$ cat src/rtl/csr_access_unit.sv
// csr_access_unit: sequences one CSR read-modify-write per request
// (IDLE -> READ -> WRITE -> RESP) against a combinational CSR file.
// Optional build macro: CSR_ILLEGAL_TRAP_EN enables illegal-access checking
// (address window, read-only offsets, no-write funct3 encodings).
module csr_access_unit (
  input  logic        clk,
  input  logic        reset,
  input  logic        req_valid,
  output logic        req_ready,
  input  logic [2:0]  req_funct3,
  input  logic [11:0] req_addr,
  input  logic [31:0] req_rs1_val,
  input  logic [4:0]  req_rs1_idx,
  input  logic [4:0]  req_rd,
  input  logic        flush,
  output logic [11:0] csr_addr,
  output logic [31:0] csr_wdata,
  output logic        csr_we,
  input  logic [31:0] csr_rdata,
  output logic        resp_valid,
  input  logic        resp_ready,
  output logic [31:0] resp_rdata,
  output logic [4:0]  resp_rd,
  output logic        resp_illegal
);

  localparam int unsigned XLEN  = 32;
  localparam int unsigned AW    = 12;
  localparam int unsigned REG_W = 5;

  localparam logic [1:0] S_IDLE  = 2'd0;
  localparam logic [1:0] S_READ  = 2'd1;
  localparam logic [1:0] S_WRITE = 2'd2;
  localparam logic [1:0] S_RESP  = 2'd3;

  logic [1:0]       state_q, state_d;
  logic [2:0]       funct3_q;
  logic [AW-1:0]    addr_q;
  logic [XLEN-1:0]  rs1_val_q;
  logic [REG_W-1:0] rs1_idx_q;
  logic [REG_W-1:0] rd_q;
  logic [XLEN-1:0]  old_q;
  logic [XLEN-1:0]  resp_rdata_q;
  logic [REG_W-1:0] resp_rd_q;
  logic             resp_illegal_q;

  logic             accept_c;
  logic             wr_en_c;
  logic             illegal_c;
  logic [XLEN-1:0]  src_c;
  logic [XLEN-1:0]  wdata_c;

  assign accept_c = req_valid && req_ready;

  // Next-state logic; flush aborts any access in flight.
  always_comb begin
    state_d = state_q;
    case (state_q)
      S_IDLE:  if (accept_c) state_d = S_READ;
      S_READ:  state_d = flush ? S_IDLE : S_WRITE;
      S_WRITE: state_d = flush ? S_IDLE : S_RESP;
      S_RESP:  if (flush || resp_ready) state_d = S_IDLE;
      default: state_d = S_IDLE;
    endcase
  end

  // State register.
  always_ff @(posedge clk or posedge reset) begin
    if (reset) state_q <= S_IDLE;
    else       state_q <= state_d;
  end

  // Request capture on the accept cycle.
  always_ff @(posedge clk or posedge reset) begin
    if (reset) begin
      funct3_q  <= 3'd0;
      addr_q    <= '0;
      rs1_val_q <= '0;
      rs1_idx_q <= '0;
      rd_q      <= '0;
    end else if (accept_c) begin
      funct3_q  <= req_funct3;
      addr_q    <= req_addr;
      rs1_val_q <= req_rs1_val;
      rs1_idx_q <= req_rs1_idx;
      rd_q      <= req_rd;
    end
  end

  // Old CSR value sampled at the end of READ.
  always_ff @(posedge clk or posedge reset) begin
    if (reset)                  old_q <= '0;
    else if (state_q == S_READ) old_q <= csr_rdata;
  end

  // Source operand: register value or zero-extended zimm.
  assign src_c = funct3_q[2] ? XLEN'(rs1_idx_q) : rs1_val_q;

  // Write-enable qualification and write data by op type.
  always_comb begin
    wr_en_c = 1'b0;
    wdata_c = old_q;
    case (funct3_q[1:0])
      2'b01: begin
        wr_en_c = 1'b1;
        wdata_c = src_c;
      end
      2'b10: begin
        wr_en_c = (rs1_idx_q != 5'd0);
        wdata_c = old_q | src_c;
      end
      2'b11: begin
        wr_en_c = (rs1_idx_q != 5'd0);
        wdata_c = old_q & ~src_c;
      end
      default: begin
        wr_en_c = 1'b0;
        wdata_c = old_q;
      end
    endcase
  end

`ifdef CSR_ILLEGAL_TRAP_EN
  logic addr_ok_c;

  // Legal address windows are four 8-entry blocks.
  always_comb begin
    addr_ok_c = 1'b0;
    case (addr_q[AW-1:3])
      9'h0FC, 9'h0FE, 9'h100, 9'h120: addr_ok_c = 1'b1;
      default:                        addr_ok_c = 1'b0;
    endcase
  end

  // Offsets 5-7 of each block are read-only; funct3 x00 is reserved.
  assign illegal_c = !addr_ok_c
                   || (wr_en_c && (addr_q[2:0] >= 3'd5))
                   || (funct3_q[1:0] == 2'b00);
`else
  assign illegal_c = 1'b0;
`endif

  // Response payload frozen when WRITE completes, held through RESP.
  always_ff @(posedge clk or posedge reset) begin
    if (reset) begin
      resp_rdata_q   <= '0;
      resp_rd_q      <= '0;
      resp_illegal_q <= 1'b0;
    end else if ((state_q == S_WRITE) && !flush) begin
      resp_rdata_q   <= illegal_c ? '0 : old_q;
      resp_rd_q      <= rd_q;
      resp_illegal_q <= illegal_c;
    end
  end

  assign req_ready    = (state_q == S_IDLE) && !flush;
  assign csr_addr     = addr_q;
  assign csr_wdata    = wdata_c;
  assign csr_we       = (state_q == S_WRITE) && wr_en_c && !illegal_c && !flush;
  assign resp_valid   = (state_q == S_RESP);
  assign resp_rdata   = resp_rdata_q;
  assign resp_rd      = resp_rd_q;
  assign resp_illegal = resp_illegal_q;

endmodule

$ cat config.mk
export PLATFORM = sky130hd
export DESIGN_NAME = csr_access_unit
export DESIGN_NICKNAME = d
export VERILOG_FILES = /design/src/rtl/csr_access_unit.sv
export SDC_FILE = /design/constraint.sdc
export NUM_CORES = 1
export LEC_CHECK = 0
export BUFFER_PORTS_ARGS = -buffer_cell sky130_fd_sc_hd__buf_2
export CAP_MARGIN = 20
export CORE_ASPECT_RATIO = 1.4
export CORE_UTILIZATION = 48
export CTS_BUF_LIST = sky130_fd_sc_hd__clkbuf_4 sky130_fd_sc_hd__clkbuf_8
export CTS_CLUSTER_DIAMETER = 30
export DETAILED_ROUTE_END_ITERATION = 10
export GPL_TIMING_DRIVEN = 0
export PLACE_DENSITY = 0.76
export SYNTH_ARGS = -nofsm -noshare
export SYNTH_HDL_FRONTEND = slang
export SYNTH_SLANG_ARGS = --single-unit
$ cat constraint.sdc
create_clock -name clk -period 4.2 [get_ports clk]
set_input_delay 0.42 -clock clk [delete_from_list [all_inputs] [get_ports clk]]
set_output_delay 0.42 -clock clk [all_outputs]
set_load 0.02 [all_outputs]
# Word level (Yosys, flattened, before mapping)
# Cells that the tools add are included.
# word_totals
reg_bits,128
inputBits,94
out_inout_bits,85
# op_classes
n_eq_ne,8
reduce_logical,11
muxes,8
bitwise,3
# op_table
cell,n
case mux 32 bit (3 select lines),1
bitwise AND 32 bit,1
2-to-1 mux 32 bit,1
inverter 32 bit,1
OR 32 bit,1
== test 2 bit (second input constant),4
2-to-1 mux 2 bit,4
case mux 2 bit (4 select lines),1
logical AND 1 bit,5
nonzero test 5 bit,1
== test 2 x 1 -> 1 bit (second input constant),2
zero test 2 bit,1
!= test 2 x 1 -> 1 bit (second input constant),1
!= test 2 bit (second input constant),1
case mux 1 bit (2 select lines),1
AND reduction 2 bit,1
OR reduction 2 bit,1
zero test 1 bit,1
logical OR 1 bit,1

# Longest topological paths before layout
# logic_depth
word_depth,5
mapped_depth,5
depth_no_buf,3

# Worst setup path before layout
# No wires, ideal clock.
# synth_timing
path_kind,reg-to-output
start,reg state_q[0]
end,out csr_we
path_slack_ns,2.318
stages_incl_launch_ff,6
arrival_ns,1.462
path_buffers,2
path_cell_list,dfrtp_1 nor3b_2 buf_4 buf_4 o21ai_1 a31oi_1
# synth_via
elab_chain_len,3
# synth_lines
element,line_no,text
start: declaration,36,"logic [1:0] state_q, state_d;"
start signal: assignment,70,else state_q <= state_d;
== test 2 bit,159,assign csr_we = (state_q == S_WRITE) && wr_en_c && !illegal_c && !flush;
logical AND 1 bit (2 in a row),159,
end: declaration,18,"output logic csr_we,"
# No other way between the ends.

# Worst setup path in the final report
# layout_timing
start,reg funct3_q[0]
end,out csr_wdata[5]
# layout_via
elab_chain_len,2
elab_cells_between_ends,4
cone_classes,eq/ne (3); mux (1)
# layout_lines
element,line_no,text
start: declaration,37,logic [2:0] funct3_q;
start signal: assignment,82,funct3_q <= req_funct3;
== test 2 bit or == test 2 x 1 -> 1 bit (tied branches),103,case (funct3_q[1:0])
case mux 32 bit (3 select lines) *,103,
end: declaration,17,"output logic [31:0] csr_wdata,"
# Every way passes the cells marked *; elsewhere a longest branch is shown, timed or not.

==> metrics.txt <==
# TYPE chip_impl_metric gauge
chip_impl_info{name="outcome",value="complete, no violations"} 1
chip_impl_metric{name="dpl_worst_slack",unit="ns"} 2.02
chip_impl_info{name="crit_path_frequent_cell",value="sky130_fd_sc_hd__buf_2"} 1
chip_impl_info{name="worstSetupEndpointType",value="output pin"} 1
chip_impl_metric{name="finalWorstSetupSlack",unit="ns"} 1.58
chip_impl_metric{name="powerDensity",unit="nW/um^2"} 658
chip_impl_metric{name="initial_core_util",unit="%"} 50.0
chip_impl_metric{name="share_clk_of_total_power",unit="%"} 22.4
chip_impl_metric{name="grt_pass1_wl",unit="mm"} 22.3
chip_impl_metric{name="antenna_found_initial",unit=""} 2
chip_impl_metric{name="slowest_delay",unit="ns"} 0.36
chip_impl_metric{name="clock_tree.htree_level_count",unit=""} 4
chip_impl_metric{name="worst-slew-pin-transition",unit="ns"} 0.614
chip_impl_metric{name="first_global_vias",unit=""} 4355
chip_impl_metric{name="report.final.slew_viol_count",unit=""} 0
chip_impl_metric{name="whs",unit="ns"} 0.204
chip_impl_metric{name="wl",unit="mm"} 14.1
chip_impl_metric{name="critical_path_arrival",unit="ns"} 2.20
chip_impl_metric{name="maxClockFrequency",unit="MHz"} 381
chip_impl_metric{name="vdd_drop_max",unit="uV"} 298
chip_impl_info{name="regToRegStartpoint",value="state_q[0]"} 1
chip_impl_metric{name="ff2ff_path_depth",unit=""} 5
chip_impl_metric{name="whs_path_depth",unit=""} 2
chip_impl_metric{name="setup-tns-final",unit="ns"} 0
chip_impl_metric{name="globalplace.congestion",unit=""} 0.734
chip_impl_metric{name="cellLeakagePower",unit="uW"} 0.00349
chip_impl_metric{name="rrSetupSlack",unit="ns"} 2.44
chip_impl_metric{name="worstSkewPairLatency",unit="ns"} 0.43
chip_impl_metric{name="finalNetCount",unit=""} 699
chip_impl_info{name="critical_path.slowest_cell",value="sky130_fd_sc_hd__dfrtp_1"} 1
chip_impl_metric{name="report.final.setup_viol",unit=""} 0
chip_impl_metric{name="min_period_over_period",unit="%"} 62.4
chip_impl_info{name="worstHoldEndpoint",value="old_q[24]"} 1
chip_impl_metric{name="sequential_fraction_of_design_power",unit="%"} 39.1
chip_impl_metric{name="synth_cell_type_count",unit=""} 36
chip_impl_info{name="setup_repair_after_global_routing_missed_its_margin",value="false"} 1
chip_impl_metric{name="power.total",unit="uW"} 4780
chip_impl_metric{name="chipWidth",unit="um"} 94.5
chip_impl_metric{name="worstPathMaxFanout",unit=""} 10
chip_impl_metric{name="cap_viol_max_count",unit=""} 0
chip_impl_metric{name="dr.first_iter.drc_count",unit=""} 142
chip_impl_metric{name="switching_share",unit="%"} 35.8
chip_impl_metric{name="ctsResizeCount",unit=""} 0
chip_impl_metric{name="die-height",unit="um"} 132
chip_impl_metric{name="avgViaCountPerCell",unit=""} 5.30
chip_impl_metric{name="drtAntennaViolNets",unit=""} 0
chip_impl_metric{name="register_area",unit="sq um"} 3200
chip_impl_metric{name="avgRoutedWirePerCell",unit="um"} 18.5
chip_impl_metric{name="ys_seq_area_share",unit="%"} 55.7
chip_impl_metric{name="core_area",unit="sq um"} 11500
chip_impl_metric{name="final_layout_size_suffix_gt1_share",unit="%"} 58.0
chip_impl_metric{name="groute.usage.overall",unit="%"} 24.0
chip_impl_info{name="clk_root_buffer_cell",value="sky130_fd_sc_hd__clkbuf_8"} 1
chip_impl_info{name="hold_class",value="primary input to register"} 1
chip_impl_metric{name="min_period",unit="ns"} 2.62
chip_impl_info{name="crit_path_start_kind",value="register"} 1
chip_impl_metric{name="internal_power_consumption",unit="uW"} 3070
chip_impl_metric{name="postSynthCellCount",unit=""} 407
chip_impl_metric{name="floorplan_row_count",unit=""} 46
chip_impl_metric{name="numClockSinks",unit=""} 128
chip_impl_metric{name="clk_pin_slew",unit="ns"} 0.07
chip_impl_metric{name="dieArea",unit="sq um"} 12400
chip_impl_metric{name="num_io_pins",unit=""} 179
chip_impl_metric{name="max-clock-path-buffers",unit=""} 2
chip_impl_metric{name="area.growth.synth_to_final",unit="%"} 26.4
chip_impl_metric{name="critical_path_required",unit="ns"} 3.78
chip_impl_metric{name="grt_max_degree",unit=""} 105
chip_impl_metric{name="area_used_by_multi_input_combinational_logic",unit="sq um"} 2320
chip_impl_metric{name="synth-seq-cells",unit=""} 128
chip_impl_info{name="cp_cell_sequence",value="buf_2 -> xnor2_2 -> nor2_2 -> buf_2 -> a22o_1 -> buf_2"} 1
chip_impl_metric{name="postLayoutCoreUtil",unit="%"} 63.1
chip_impl_metric{name="power_frac_comb",unit="%"} 38.5
chip_impl_info{name="crit-reg2reg-capture",value="rs1_idx_q[0]"} 1
chip_impl_metric{name="timing.max_slew.rel_slack",unit="%"} 59.0
chip_impl_metric{name="post_synth_instance_area",unit="sq um"} 5750
chip_impl_metric{name="total_iterations_of_the_first_detailed_routing_run",unit=""} 4
chip_impl_metric{name="synth.net_count",unit=""} 501
chip_impl_metric{name="post_cts_buffers",unit=""} 0
chip_impl_metric{name="cts_buffers",unit=""} 17
chip_impl_info{name="tritoncts_clock_tree",value="yes"} 1
chip_impl_metric{name="synth.avg_cell_area",unit="sq um"} 14.1
chip_impl_metric{name="cts_hold_buf",unit=""} 1
chip_impl_metric{name="fill_cells",unit=""} 964
chip_impl_metric{name="final_hold_viol_count",unit=""} 0
chip_impl_info{name="criticalPathCategory",value="register to output pin"} 1
chip_impl_metric{name="post-route-drc-count",unit=""} 0
chip_impl_metric{name="via_count",unit=""} 4036
chip_impl_metric{name="p_sw",unit="uW"} 1710
chip_impl_metric{name="overflow_left_after_global_routing",unit=""} 0
chip_impl_metric{name="timing.clock.skew",unit="ns"} 0.00910
chip_impl_metric{name="buffer_ports.inserted",unit=""} 177
chip_impl_metric{name="dp.final_hpwl",unit="mm"} 10.2
chip_impl_metric{name="synth_warnings",unit=""} 0
chip_impl_info{name="hold_start",value="csr_rdata[24]"} 1
-- Yosys cell counts --
library cell               instances  area [sq um]
sky130_fd_sc_hd__and2_4            1          8.76
sky130_fd_sc_hd__clkbuf_1          8          30.0
sky130_fd_sc_hd__o22ai_1           5          31.3
sky130_fd_sc_hd__buf_4             7          52.6
sky130_fd_sc_hd__mux2_4           28           420
sky130_fd_sc_hd__dfrtp_1         128          3200
sky130_fd_sc_hd__o21ai_1           1          5.00
sky130_fd_sc_hd__buf_12            2          40.0
sky130_fd_sc_hd__inv_1             8          30.0
sky130_fd_sc_hd__xnor2_1           1          8.76
sky130_fd_sc_hd__nor3b_2           1          12.5
sky130_fd_sc_hd__a31oi_1           2          12.5
sky130_fd_sc_hd__nor2_1            1          3.75
sky130_fd_sc_hd__o21bai_1          1          7.51
sky130_fd_sc_hd__nor2b_1          27           169
sky130_fd_sc_hd__nand2b_1          1          6.26
sky130_fd_sc_hd__nor4_1            1          6.26
sky130_fd_sc_hd__buf_6             1          11.3
sky130_fd_sc_hd__a21oi_1           3          15.0
sky130_fd_sc_hd__a21boi_0          5          37.5
sky130_fd_sc_hd__mux2_2           94          1060
sky130_fd_sc_hd__conb_1            1          3.75
sky130_fd_sc_hd__nor2_2            1          6.26
sky130_fd_sc_hd__o21ai_0          28           140
sky130_fd_sc_hd__mux2i_1           5          50.1
sky130_fd_sc_hd__mux2_1            2          22.5
sky130_fd_sc_hd__xnor2_2           1          16.3
sky130_fd_sc_hd__nand2_1           1          3.75
sky130_fd_sc_hd__and2_1            1          6.26
sky130_fd_sc_hd__buf_2             9          45.0
sky130_fd_sc_hd__nor3_4            1          16.3
sky130_fd_sc_hd__buf_8             1          15.0
sky130_fd_sc_hd__a22o_1           26           228
sky130_fd_sc_hd__o21ba_2           1          10.0
sky130_fd_sc_hd__and2b_1           1          7.51
sky130_fd_sc_hd__nand3_1           2          10.0
-- sequential cells by signal, indices dropped and copies added, names as in the netlist --
| register | cells |
|---|---|
| old_q | 32 |
| resp_rdata | 32 |
| rs1_val_q | 32 |
| csr_addr | 12 |
| rd_q | 5 |
| resp_rd | 5 |
| rs1_idx_q | 5 |
| funct3_q | 3 |
| state_q | 2 |
-- layer usage --
metal | up-vias | GRT usage [%] | wire [um] | share of wire (%)
met3 | 23 | 6.77 | 782 | 5.5
met2 | 141 | 42.0 | 7510 | 53
met5 | - | 0 | 0 | 0
li1 | 1854 | - | - | -
met1 | 2018 | 26.6 | 5490 | 39
met4 | 0 | 9.93 | 315 | 2.2
-- layout by cell type (no fill, tap or decap), types with 3 or more instances in the layout --
cell type	synthesis	final
sky130_fd_sc_hd__clkbuf_8	0	22
sky130_fd_sc_hd__clkbuf_4	0	3
sky130_fd_sc_hd__mux2_4	28	28
sky130_fd_sc_hd__nor2b_1	27	27
sky130_fd_sc_hd__o21ai_0	28	28
sky130_fd_sc_hd__inv_1	8	7
sky130_fd_sc_hd__buf_2	9	186
sky130_fd_sc_hd__buf_4	7	7
sky130_fd_sc_hd__a21boi_0	5	5
sky130_fd_sc_hd__dfrtp_1	128	128
sky130_fd_sc_hd__a22o_1	26	26
sky130_fd_sc_hd__clkbuf_1	8	8
sky130_fd_sc_hd__a21oi_1	3	3
sky130_fd_sc_hd__mux2i_1	5	5
sky130_fd_sc_hd__mux2_2	94	94
sky130_fd_sc_hd__o22ai_1	5	5
-- logic make-up (layout without fill, tap and decap cells) --
kind of cell	Yosys count	count (layout)	synth area share, %
flip-flops	128	128	55.7
other	1	3	0.0652
multiplexers	129	129	27.0
buffers and inverters	36	245	3.89
AO/OA/AOI/OAI	72	72	8.46
XOR/XNOR	2	2	0.435
AND/OR/NAND/NOR	39	39	4.46
-- power by group through the flow --
stage / sequential (uW) / clock [uW] / combinational [uW]
CTS: 1870 / 1100 / 1860
floorplan: 2100 / 0 / 997
detailed placement: 1890 / 0 / 1850
finish: 1870 / 1070 / 1840
global route: 1920 / 1150 / 1970
global placement: 1860 / 0 / 1810
-- worst max-delay path by stage --
stage / slack [ns] / cells past startpoint / startpoint / to
after floorplan: 0.37 / 1 / reset / csr_addr[0]
after global placement: -0.90 / 2 / reset / old_q[1]
after detailed placement: 2.02 / 6 / funct3_q[0] / csr_wdata[5]
after CTS: 1.53 / 6 / funct3_q[0] / csr_wdata[5]
after global routing: 1.39 / 6 / funct3_q[0] / csr_wdata[5]
final: 1.58 / 6 / funct3_q[0] / csr_wdata[5]
-- final cells by class --
cell class / instances / area share (%)
buffer: 28 / 2.67
timing repair buffer: 179 / 12.7
clock buffer: 25 / 4.48
antenna: 2 / 0.0689
clock inverter: 5 / 1.07
sequential: 128 / 44.1
inverter: 8 / 0.482
tap: 144 / 2.48
multi-input combinational: 243 / 32.0
-- worst max-delay path: cells and delay by family, from the launching register on --
family	cells	cell delay [ns]
buffers and inverters	3	0.70
flip-flops	1	0.36
AND/OR/NAND/NOR	1	0.32
XOR/XNOR	1	0.21
AO/OA/AOI/OAI	1	0.20
-- metrics by stage --
step / cells / instance area, sq um
global route: 762 / 7270
finish: 762 / 7270
CTS: 760 / 7260
floorplan: 407 / 5750
detailed placement: 729 / 6850
global placement: 728 / 6820
Power figures use the tool's default switching activity.
